File: src/rtl/uart_reg_bridge_if.sv
// Shared-bus handshake between the register bridge and the buffered UART FIFOs.
// The bridge is the master; the UART side answers as the slave.
interface uart_reg_bridge_if #(
   parameter int WIDTH         = 8,
   parameter int ADDRESS_WIDTH = 4
);
   logic                     rx_valid;
   logic                     tx_ready;
   logic [ADDRESS_WIDTH-1:0] active_address;
   logic                     read_enable;
   logic                     write_enable;
   logic [WIDTH-1:0]         bus_rdata;
   logic [WIDTH-1:0]         bus_wdata;

   modport master (
      input  rx_valid, tx_ready, bus_rdata,
      output active_address, read_enable, write_enable, bus_wdata
   );

   modport slave (
      output rx_valid, tx_ready, bus_rdata,
      input  active_address, read_enable, write_enable, bus_wdata
   );
endinterface

File: src/rtl/uart_reg_bridge.sv
// Serial command-frame parser giving a host read/write access to a small register file.
// Optional checksum byte per frame when UART_REG_BRIDGE_CHECKSUM_EN is defined.
module uart_reg_bridge #(
   parameter int WIDTH          = 8,
   parameter int ADDRESS_WIDTH  = 4,
   parameter int RX_ADDRESS     = 0,
   parameter int TX_ADDRESS     = 1,
   parameter int REG_COUNT      = 16,
   parameter int TIMEOUT_CYCLES = 100000
) (
   input  logic                       clock,
   input  logic                       resetn,
   uart_reg_bridge_if.master          bus,
   output logic [WIDTH*REG_COUNT-1:0] regs_out,
   output logic                       frame_error
);

   localparam int TW = $clog2(TIMEOUT_CYCLES + 1);
   localparam logic [TW-1:0]            TIMEOUT_LAST = TW'(TIMEOUT_CYCLES - 1);
   localparam logic [ADDRESS_WIDTH-1:0] RX_ADDR      = ADDRESS_WIDTH'(RX_ADDRESS);
   localparam logic [ADDRESS_WIDTH-1:0] TX_ADDR      = ADDRESS_WIDTH'(TX_ADDRESS);
   localparam logic [WIDTH-1:0]         HEADER       = 8'hA5;
   localparam logic [WIDTH-1:0]         ACK          = 8'h06;
   localparam logic [WIDTH-1:0]         NAK          = 8'h15;

   typedef enum logic [2:0] {
      IDLE,
      CMD,
      DATA,
`ifdef UART_REG_BRIDGE_CHECKSUM_EN
      CHECK,
`endif
      EXEC,
      RESP
   } state_t;

`ifdef UART_REG_BRIDGE_CHECKSUM_EN
   localparam state_t AFTER_PAYLOAD = CHECK;
`else
   localparam state_t AFTER_PAYLOAD = EXEC;
`endif

   state_t                   state_q, state_d;
   logic                     fetch_pending_q, fetch_pending_d;
   logic                     is_write_q, is_write_d;
   logic [3:0]               index_q, index_d;
   logic [WIDTH-1:0]         data_q, data_d;
   logic [WIDTH-1:0]         resp_q, resp_d;
   logic [TW-1:0]            timeout_q, timeout_d;
   logic [ADDRESS_WIDTH-1:0] addr_q, addr_d;
   logic                     frame_error_q, frame_error_d;
   logic [WIDTH-1:0]         regs_q [REG_COUNT];
   logic [WIDTH-1:0]         regs_d [REG_COUNT];
`ifdef UART_REG_BRIDGE_CHECKSUM_EN
   logic [WIDTH-1:0]         chk_acc_q, chk_acc_d;
   logic                     chk_ok_q, chk_ok_d;
`endif

   logic             read_enable;
   logic             write_enable;
   logic             in_frame;
   logic             capture;
   logic             timeout_hit;
   logic             bad_index;
   logic [WIDTH-1:0] read_value;

   always_comb begin
      state_d         = state_q;
      fetch_pending_d = fetch_pending_q;
      is_write_d      = is_write_q;
      index_d         = index_q;
      data_d          = data_q;
      resp_d          = resp_q;
      timeout_d       = '0;
      addr_d          = addr_q;
      frame_error_d   = 1'b0;
      regs_d          = regs_q;
      read_enable     = 1'b0;
      write_enable    = 1'b0;
      read_value      = '0;
      in_frame        = 1'b0;
`ifdef UART_REG_BRIDGE_CHECKSUM_EN
      chk_acc_d       = chk_acc_q;
      chk_ok_d        = chk_ok_q;
`endif

      case (state_q)
         CMD, DATA: in_frame = 1'b1;
`ifdef UART_REG_BRIDGE_CHECKSUM_EN
         CHECK:     in_frame = 1'b1;
`endif
         default:   in_frame = 1'b0;
      endcase

      // A pending fetch always completes before the timeout may fire, so a
      // popped byte is never stranded by a frame abort.
      capture     = fetch_pending_q;
      timeout_hit = in_frame && !capture && (timeout_q == TIMEOUT_LAST);
      bad_index   = {1'b0, index_q} >= 5'(REG_COUNT);

      if (in_frame && !capture && !timeout_hit) begin
         timeout_d = timeout_q + 1'b1;
      end

      if ((in_frame || state_q == IDLE) && !capture && !timeout_hit && bus.rx_valid && resetn) begin
         read_enable     = 1'b1;
         fetch_pending_d = 1'b1;
         addr_d          = RX_ADDR;
      end
      if (capture) begin
         fetch_pending_d = 1'b0;
      end

      for (int i = 0; i < REG_COUNT; i++) begin
         if (index_q == 4'(i)) begin
            read_value = regs_q[i];
         end
      end

      case (state_q)
         IDLE: begin
            if (capture && bus.bus_rdata == HEADER) begin
               state_d = CMD;
            end
         end
         CMD: begin
            if (capture) begin
               is_write_d = bus.bus_rdata[7];
               index_d    = bus.bus_rdata[3:0];
`ifdef UART_REG_BRIDGE_CHECKSUM_EN
               chk_acc_d  = bus.bus_rdata;
`endif
               state_d    = bus.bus_rdata[7] ? DATA : AFTER_PAYLOAD;
            end
         end
         DATA: begin
            if (capture) begin
               data_d    = bus.bus_rdata;
`ifdef UART_REG_BRIDGE_CHECKSUM_EN
               chk_acc_d = chk_acc_q ^ bus.bus_rdata;
`endif
               state_d   = AFTER_PAYLOAD;
            end
         end
`ifdef UART_REG_BRIDGE_CHECKSUM_EN
         CHECK: begin
            if (capture) begin
               chk_ok_d = (bus.bus_rdata == chk_acc_q);
               state_d  = EXEC;
            end
         end
`endif
         EXEC: begin
`ifdef UART_REG_BRIDGE_CHECKSUM_EN
            if (bad_index || !chk_ok_q) begin
`else
            if (bad_index) begin
`endif
               resp_d        = NAK;
               frame_error_d = 1'b1;
            end else if (is_write_q) begin
               for (int i = 0; i < REG_COUNT; i++) begin
                  if (index_q == 4'(i)) begin
                     regs_d[i] = data_q;
                  end
               end
               resp_d = ACK;
            end else begin
               resp_d = read_value;
            end
            state_d = RESP;
         end
         RESP: begin
            if (bus.tx_ready && resetn) begin
               write_enable = 1'b1;
               addr_d       = TX_ADDR;
               state_d      = IDLE;
            end
         end
         default: state_d = IDLE;
      endcase

      if (timeout_hit) begin
         state_d       = IDLE;
         frame_error_d = 1'b1;
      end
   end

   always_ff @(posedge clock) begin
      if (!resetn) begin
         state_q         <= IDLE;
         fetch_pending_q <= 1'b0;
         is_write_q      <= 1'b0;
         index_q         <= '0;
         data_q          <= '0;
         resp_q          <= '0;
         timeout_q       <= '0;
         addr_q          <= '0;
         frame_error_q   <= 1'b0;
         regs_q          <= '{default: '0};
`ifdef UART_REG_BRIDGE_CHECKSUM_EN
         chk_acc_q       <= '0;
         chk_ok_q        <= 1'b0;
`endif
      end else begin
         state_q         <= state_d;
         fetch_pending_q <= fetch_pending_d;
         is_write_q      <= is_write_d;
         index_q         <= index_d;
         data_q          <= data_d;
         resp_q          <= resp_d;
         timeout_q       <= timeout_d;
         addr_q          <= addr_d;
         frame_error_q   <= frame_error_d;
         regs_q          <= regs_d;
`ifdef UART_REG_BRIDGE_CHECKSUM_EN
         chk_acc_q       <= chk_acc_d;
         chk_ok_q        <= chk_ok_d;
`endif
      end
   end

   // Address only carries meaning under a strobe; otherwise it parks on the last one used.
   assign bus.read_enable    = read_enable;
   assign bus.write_enable   = write_enable;
   assign bus.active_address = read_enable ? RX_ADDR : (write_enable ? TX_ADDR : addr_q);
   assign bus.bus_wdata      = write_enable ? resp_q : '0;
   assign frame_error        = frame_error_q;

   for (genvar g = 0; g < REG_COUNT; g++) begin : g_regs_out
      assign regs_out[g*WIDTH +: WIDTH] = regs_q[g];
   end

endmodule

File: src/flat_wrapper.sv
// flat-port wrapper written by rule: the top's interface ports become plain ports
module uart_reg_bridge_flat 
#(
   parameter int WIDTH          = 8,
   parameter int ADDRESS_WIDTH  = 4,
   parameter int RX_ADDRESS     = 0,
   parameter int TX_ADDRESS     = 1,
   parameter int REG_COUNT      = 16,
   parameter int TIMEOUT_CYCLES = 100000
)
  (clock, resetn, regs_out, frame_error, bus_rx_valid, bus_tx_ready, bus_bus_rdata, bus_active_address, bus_read_enable, bus_write_enable, bus_bus_wdata);
  uart_reg_bridge_if #(.WIDTH(WIDTH), .ADDRESS_WIDTH(ADDRESS_WIDTH)) bus_i ();
  input  logic clock;
  input  logic resetn;
  output logic [WIDTH*REG_COUNT-1:0] regs_out;
  output logic frame_error;
  input wire logic [$bits(bus_i.rx_valid)-1:0] bus_rx_valid;
  input wire logic [$bits(bus_i.tx_ready)-1:0] bus_tx_ready;
  input wire logic [$bits(bus_i.bus_rdata)-1:0] bus_bus_rdata;
  output wire logic [$bits(bus_i.active_address)-1:0] bus_active_address;
  output wire logic [$bits(bus_i.read_enable)-1:0] bus_read_enable;
  output wire logic [$bits(bus_i.write_enable)-1:0] bus_write_enable;
  output wire logic [$bits(bus_i.bus_wdata)-1:0] bus_bus_wdata;
  assign bus_i.rx_valid = bus_rx_valid;
  assign bus_i.tx_ready = bus_tx_ready;
  assign bus_i.bus_rdata = bus_bus_rdata;
  assign bus_active_address = bus_i.active_address;
  assign bus_read_enable = bus_i.read_enable;
  assign bus_write_enable = bus_i.write_enable;
  assign bus_bus_wdata = bus_i.bus_wdata;
  uart_reg_bridge #(.WIDTH(WIDTH), .ADDRESS_WIDTH(ADDRESS_WIDTH), .RX_ADDRESS(RX_ADDRESS), .TX_ADDRESS(TX_ADDRESS), .REG_COUNT(REG_COUNT), .TIMEOUT_CYCLES(TIMEOUT_CYCLES)) u_core (.clock(clock), .resetn(resetn), .bus(bus_i), .regs_out(regs_out), .frame_error(frame_error));
endmodule
File: config.mk
export PLATFORM = sky130hd
export DESIGN_NAME = uart_reg_bridge_flat
export DESIGN_NICKNAME = d
export VERILOG_FILES = /design/src/rtl/uart_reg_bridge_if.sv /design/src/rtl/uart_reg_bridge.sv /design/src/flat_wrapper.sv
export SDC_FILE = /design/constraint.sdc
export NUM_CORES = 1
export LEC_CHECK = 0
export CAP_MARGIN = 10
export CORE_MARGIN = 2
export CORE_UTILIZATION = 50
export DETAILED_ROUTE_END_ITERATION = 8
export PLACE_DENSITY = 0.77
export SYNTH_ARGS = -nofsm -noshare
export SYNTH_HDL_FRONTEND = slang
export SYNTH_SLANG_ARGS = --single-unit
File: constraint.sdc
create_clock -name clock -period 2.6 [get_ports clock]
set_clock_uncertainty 0.05 [all_clocks]
set_input_delay 0.52 -clock clock [delete_from_list [all_inputs] [get_ports clock]]
set_output_delay 0.52 -clock clock [all_outputs]
set_load 0.03 [all_outputs]
Word level (Yosys, flattened, before mapping)
Cells that the tools add are included.
Widths: inputs -> output; s select.
Storage, ports and cells
  logic and storage cells: 123
  bits of input ports: 12
  output and inout bits: 143
  flip-flop bits (word level): 175
Cells by class
  bitwise gates (word level): 1
  mux-type cells: 34
  reduce and logical (&&, ||, !) cells: 37
  equality and inequality tests: 25
  $add $sub $neg: 1
Operators with widths (number)
  $mux 8: 18
  $reduce_and 3->1: 16
  $eq 4x4->1 const B: 8
  $mux 4: 5
  $add 17x1->17 const B: 1
  $eq 17x17->1 const B: 1
  $eq 4x3->1 const B: 4
  $pmux 3 s5: 1
  $mux 3: 4
  $logic_and 1x1->1: 9
  $eq 4x2->1 const B: 2
  $eq 8x8->1 const B: 1
  $eq 3x2->1 const B: 2
  $mux 1: 6
  $ne 2x1->1 const B: 3
  $reduce_and 2->1: 3
  $reduce_or 2->1: 3
  $eq 4x1->1 const B: 1
  $logic_not 4->1: 1
  $reduce_and 4->1: 1
  $eq 3x1->1 const B: 1
  $eq 3x3->1 const B: 1
  $logic_not 3->1: 1
  $logic_not 1->1: 2
  3 further kinds: 3

Logic depth before layout (Yosys ltp)
  depth after elaboration: 18
  gate-level depth with buffers: 8
  depth with buffers taken out: 6

Least setup slack after synthesis
Ideal clock, no wire load.
  path kind: input to output
  start point: in resetn
  end point: out bus_active_address[1]
  arrival time: 2280 ps
  path buffers: 1
  stages on the path: 5
  data required time: 2030 ps
  setup slack: -250 ps
  cell sequence: clkbuf_1 > inv_2 > a211oi_1 > nor2_1 > and2_1
RTL lines
  start: declaration: line flat_wrapper.sv:14  | input logic resetn;
  $logic_and 1x1->1: line uart_reg_bridge.sv:105  | if ((in_frame || state_q == IDLE) && !capture && !timeout_hit && bus.rx_valid && resetn) begin
  $mux 1: line uart_reg_bridge.sv:105
  named net bus_read_enable: line flat_wrapper.sv:21  | output wire logic [$bits(bus_i.read_enable)-1:0] bus_read_enable;
  $mux 4: line uart_reg_bridge.sv:226  | assign bus.active_address = read_enable ? RX_ADDR : (write_enable ? TX_ADDR : addr_q);
  end: declaration: line flat_wrapper.sv:20  | output wire logic [$bits(bus_i.active_address)-1:0] bus_active_address;
The timed path passes the listed nets, and every way through them passes these cells.

Worst setup path after layout
  start point: in resetn
  end point: out bus_bus_wdata[0]
Between the ends
  cells in the longest elaborated chain, start to end: 4
RTL lines
  $logic_and 1x1->1: line uart_reg_bridge.sv:174  | if (bus.tx_ready && resetn) begin
  $mux 1: line uart_reg_bridge.sv:174
  $mux 1: line uart_reg_bridge.sv:120  | case (state_q)
  $mux 8: line uart_reg_bridge.sv:227  | assign bus.bus_wdata = write_enable ? resp_q : '0;
  end: declaration: line flat_wrapper.sv:23  | output wire logic [$bits(bus_i.bus_wdata)-1:0] bus_bus_wdata;
No other way between the ends.

==> run metrics <==
outcome=finished, violations left; failing checks=negative setup slack; vias per cell=5.907; Rel. slew slack=36.04%; Sw Ratio=21.27%; reg2reg start=u_core.index_q[2]; WS Path Type=input port to output pin; final wirelength=approximately 26,000 µm; dominant synthesized flop cell=dfxtp_1; Port Buffers=154; register area share after synthesis=approximately 43%; DR DRC count=0; hold slack=roughly 0.40 ns; register share of total power=between 50% and 60%; die boundary width=approximately 130 µm; YS warnings=0; Starting Density=roughly half; Final WS setup=-0.07960 ns; Placed Cells=between 1,000 and 1,500; Layout Nets=roughly 1,100; fillers=approximately 1,300; register bit total from synthesis=around 180; Slowest Stage Delay on Critical Path=roughly 0.65 ns; R2R setup slack=around 0.25 ns; P_int=0.004122 W; Hold Vio Cnt, Final=0; root buffer cell=clkbuf_16; CTS Buf Count=17; share of cells above drive strength 1=12.11%; H-tree Lvls=4; GPL Wtd Cong=around 1; FF-to-FF path depth=4; all-layer global routing usage=around 30%; CP Launch Type=input port; final setup fails=12; largest net degree at the start of global routing=roughly 150; total grt overflow=0; antenna violations before repair=0; Die ar.=17,280 µm²; distinct cell type count after synthesis=70; worst endpoint required time=2.03 ns; Area Growth Syn to Fin=30.48%; Worst path slowest cell=clkdlybuf4s50_1; Worst-Skew Late Latency=0.43 ns; WL per Instance=about 20 µm; Hold Path Class=flop to flop; Comb power frac=around 1.6%; Core Footprint=~16,000 µm²; CTS tree=yes; maximum clock rate=around 370 MHz; Synth Area per Inst=approximately 8.6 µm²; die height=roughly 130 µm; minimum clock period=roughly 2.7 ns; Worst IR Drop VDD=roughly 0.00046 V; Sink Count=about 180; synthesized cell area=just over 8000 µm²; Slew Limit Fails=0; via count=7,762; Period Utilization, post-route=103.1%; drt pass-1 iters=5; CP Launch Point=resetn; non-filler instance count after layout=about 1,300; Clock power frac=between 40% and 50%; Worst Setup EP=bus_bus_wdata[0]; DR iter-0 viols=about 990; crit end category=output pin; Post-Syn Nets=roughly 960; critical path data arrival time=2.11 ns; clock tree buffer depth=2; Synth async-reset ratio=0%; Post-Syn Instances=about 940; Clock transition at path regs=0.06 ns; RSZ-0062 raised after global routing=yes; power density over the cells=about 490 nW/µm²; Leak=about 3.9 nW; I/O pins=155; Final ANT Viol Nets=0; EDFF count, synth=0; vias in the first global route=about 7,200; CP cell instances=clkdlybuf4s50_1 > nand2_1 > nor2_1 > buf_4 > and2_1 > buf_4; first-pass GRT wire length=between 30,000 and 40,000 µm; reg-to-reg endpoint=u_core.regs_out[112]; worst-path fanout max=6; Psw=0.001113 W; most used cell, CP=buf_4; hpwl dp=between 15,000 and 20,000 µm; n_diodes=0; Worst Tran Pin Value=between 0.9 and 1 ns; row count=46; maxcap violations=0
## repair_timing
item	4_1_cts	5_1_grt
hold buffers	0	0
resized for setup	16	6
pin swaps	1	2
buffers inserted	1	1
setup endpoints to repair	5	13
## worst max-delay path, delay by kind of cell
kind / cells / cell delay [ns]
simple gates: 3 / 0.57
buf+inv: 3 / 1.01
## layout make-up
class	count	area [µm²]	area share, %
inverters	10	40.04	0.3779
multi-input cells	681	4314	40.72
clock buffers	23	488.0	4.606
flip-flops and latches	175	3516	33.18
clock inverters	9	83.83	0.7912
repair buffers	200	1883	17.77
well taps	216	270.3	2.551
## synth_stat cells, drive strengths merged, types with 4 or more instances
cell type  number  area share, %
nand2          93            4.3
mux4            4            1.1
clkbuf         49            2.3
xnor2           5           0.54
nand3b          4           0.37
nand4           7           0.54
a2bb2oi         4           0.43
and3b           4           0.43
nor2b           5           0.39
o21ai          39            2.4
nand2b         11           0.85
o22ai           8           0.62
a21oi          74            4.6
or3             7           0.54
mux2i         106             13
o211ai          4           0.37
a211oi          7           0.65
buf            27            1.8
dfxtp         175             43
a32o            4           0.49
o221ai          5           0.54
nor2          144            6.9
inv             7           0.32
xor2            9           0.97
nor3           11            1.1
nand3          47            3.1
a31oi           4           0.31
mux2            8            1.1
and3            8           0.62
and2           12           0.92
## power by group through the flow
stage,logic (W),clock network (W),registers [W]
final,0.0000837,0.00247,0.00268
after global routing,0.0000895,0.00260,0.00268
after CTS,0.0000810,0.00250,0.00268
after detailed placement,0.0000792,0,0.00274
after global placement,0.0000791,0,0.00274
after floorplan,0.0000432,0,0.00274
## worst min-delay path by stage
| stage | from | endpoint | slack (ns) | cells past startpoint |
|---|---|---|---|---|
| final | u_core.timeout_q[0] | u_core.timeout_q[0] | 0.40 | 1 |
| after detailed placement | u_core.timeout_q[0] | u_core.timeout_q[0] | 0.41 | 1 |
| after CTS | u_core.timeout_q[0] | u_core.timeout_q[0] | 0.42 | 1 |
| after global placement | u_core.timeout_q[0] | u_core.timeout_q[0] | 0.39 | 1 |
| after global routing | u_core.timeout_q[0] | u_core.timeout_q[0] | 0.41 | 1 |
| after floorplan | u_core.timeout_q[0] | u_core.timeout_q[0] | 0.38 | 1 |
## kinds of logic (layout without fill, tap and decap cells)
group / count (synthesis) / in the layout / share of synthesized area (%)
adder cells (fa/ha/maj): 1 / 1 / 0.1541
buffers and inverters: 86 / 242 / 4.484
XOR/XNOR: 14 / 14 / 1.510
multiplexers: 118 / 118 / 15.29
AO/OA/AOI/OAI: 179 / 179 / 13.53
AND/OR/NAND/NOR: 369 / 369 / 21.90
flip-flops: 175 / 175 / 43.14
## through the flow
step	worst slack, ns	utilization, %	TNS, ns	area, µm²	total power [W]
detailed placement	0.08685	62.51	0	9930	0.002822
finish	-0.07960	66.70	-0.6812	10600	0.005236
floorplan	0.07474	-	0	8125	0.002785
CTS	-0.1048	66.53	-0.3181	10570	0.005260
global route	-0.1708	66.70	-1.923	10600	0.005367
global placement	0.1185	62.51	0	9930	0.002821
## cells in the final DEF (no fill, tap or decap), types with 8 or more instances in the layout
cell type        Yosys  final
dfxtp_1            175    169
clkdlybuf4s50_1      0    140
nor2_1             141    139
mux2i_1            106    106
nand2_1             93     93
a21oi_1             74     74
buf_4                3     54
nand3_1             43     43
o21ai_0             38     38
clkbuf_16            0     17
nand2b_1            11     11
and2_1              12     10
xor2_1               9      9
and3_1               8      8
o22ai_1              8      8
mux2_2               8      8
## registers in the layout, indices dropped and copies added, names as in the netlist
signal              cells
u_core.addr_q           4
u_core.state_q          3
u_core.index_q          4
u_core.data_q           8
u_core.regs_out       128
u_core.frame_error      1
u_core.is_write_q       1
u_core.resp_q           8
u_core.capture          1
u_core.timeout_q       17
## per-layer routing
layer	global-route usage, %	share of wire, %	vias up	wire [µm]
met5	0	0	-	0
met4	14.37	3.7	0	950
met3	6.481	9.8	69	2540
met2	43.40	44	452	11500
met1	40.19	42	3637	10860
li1	-	-	3604	-
Power figures use the tool's default switching activity.
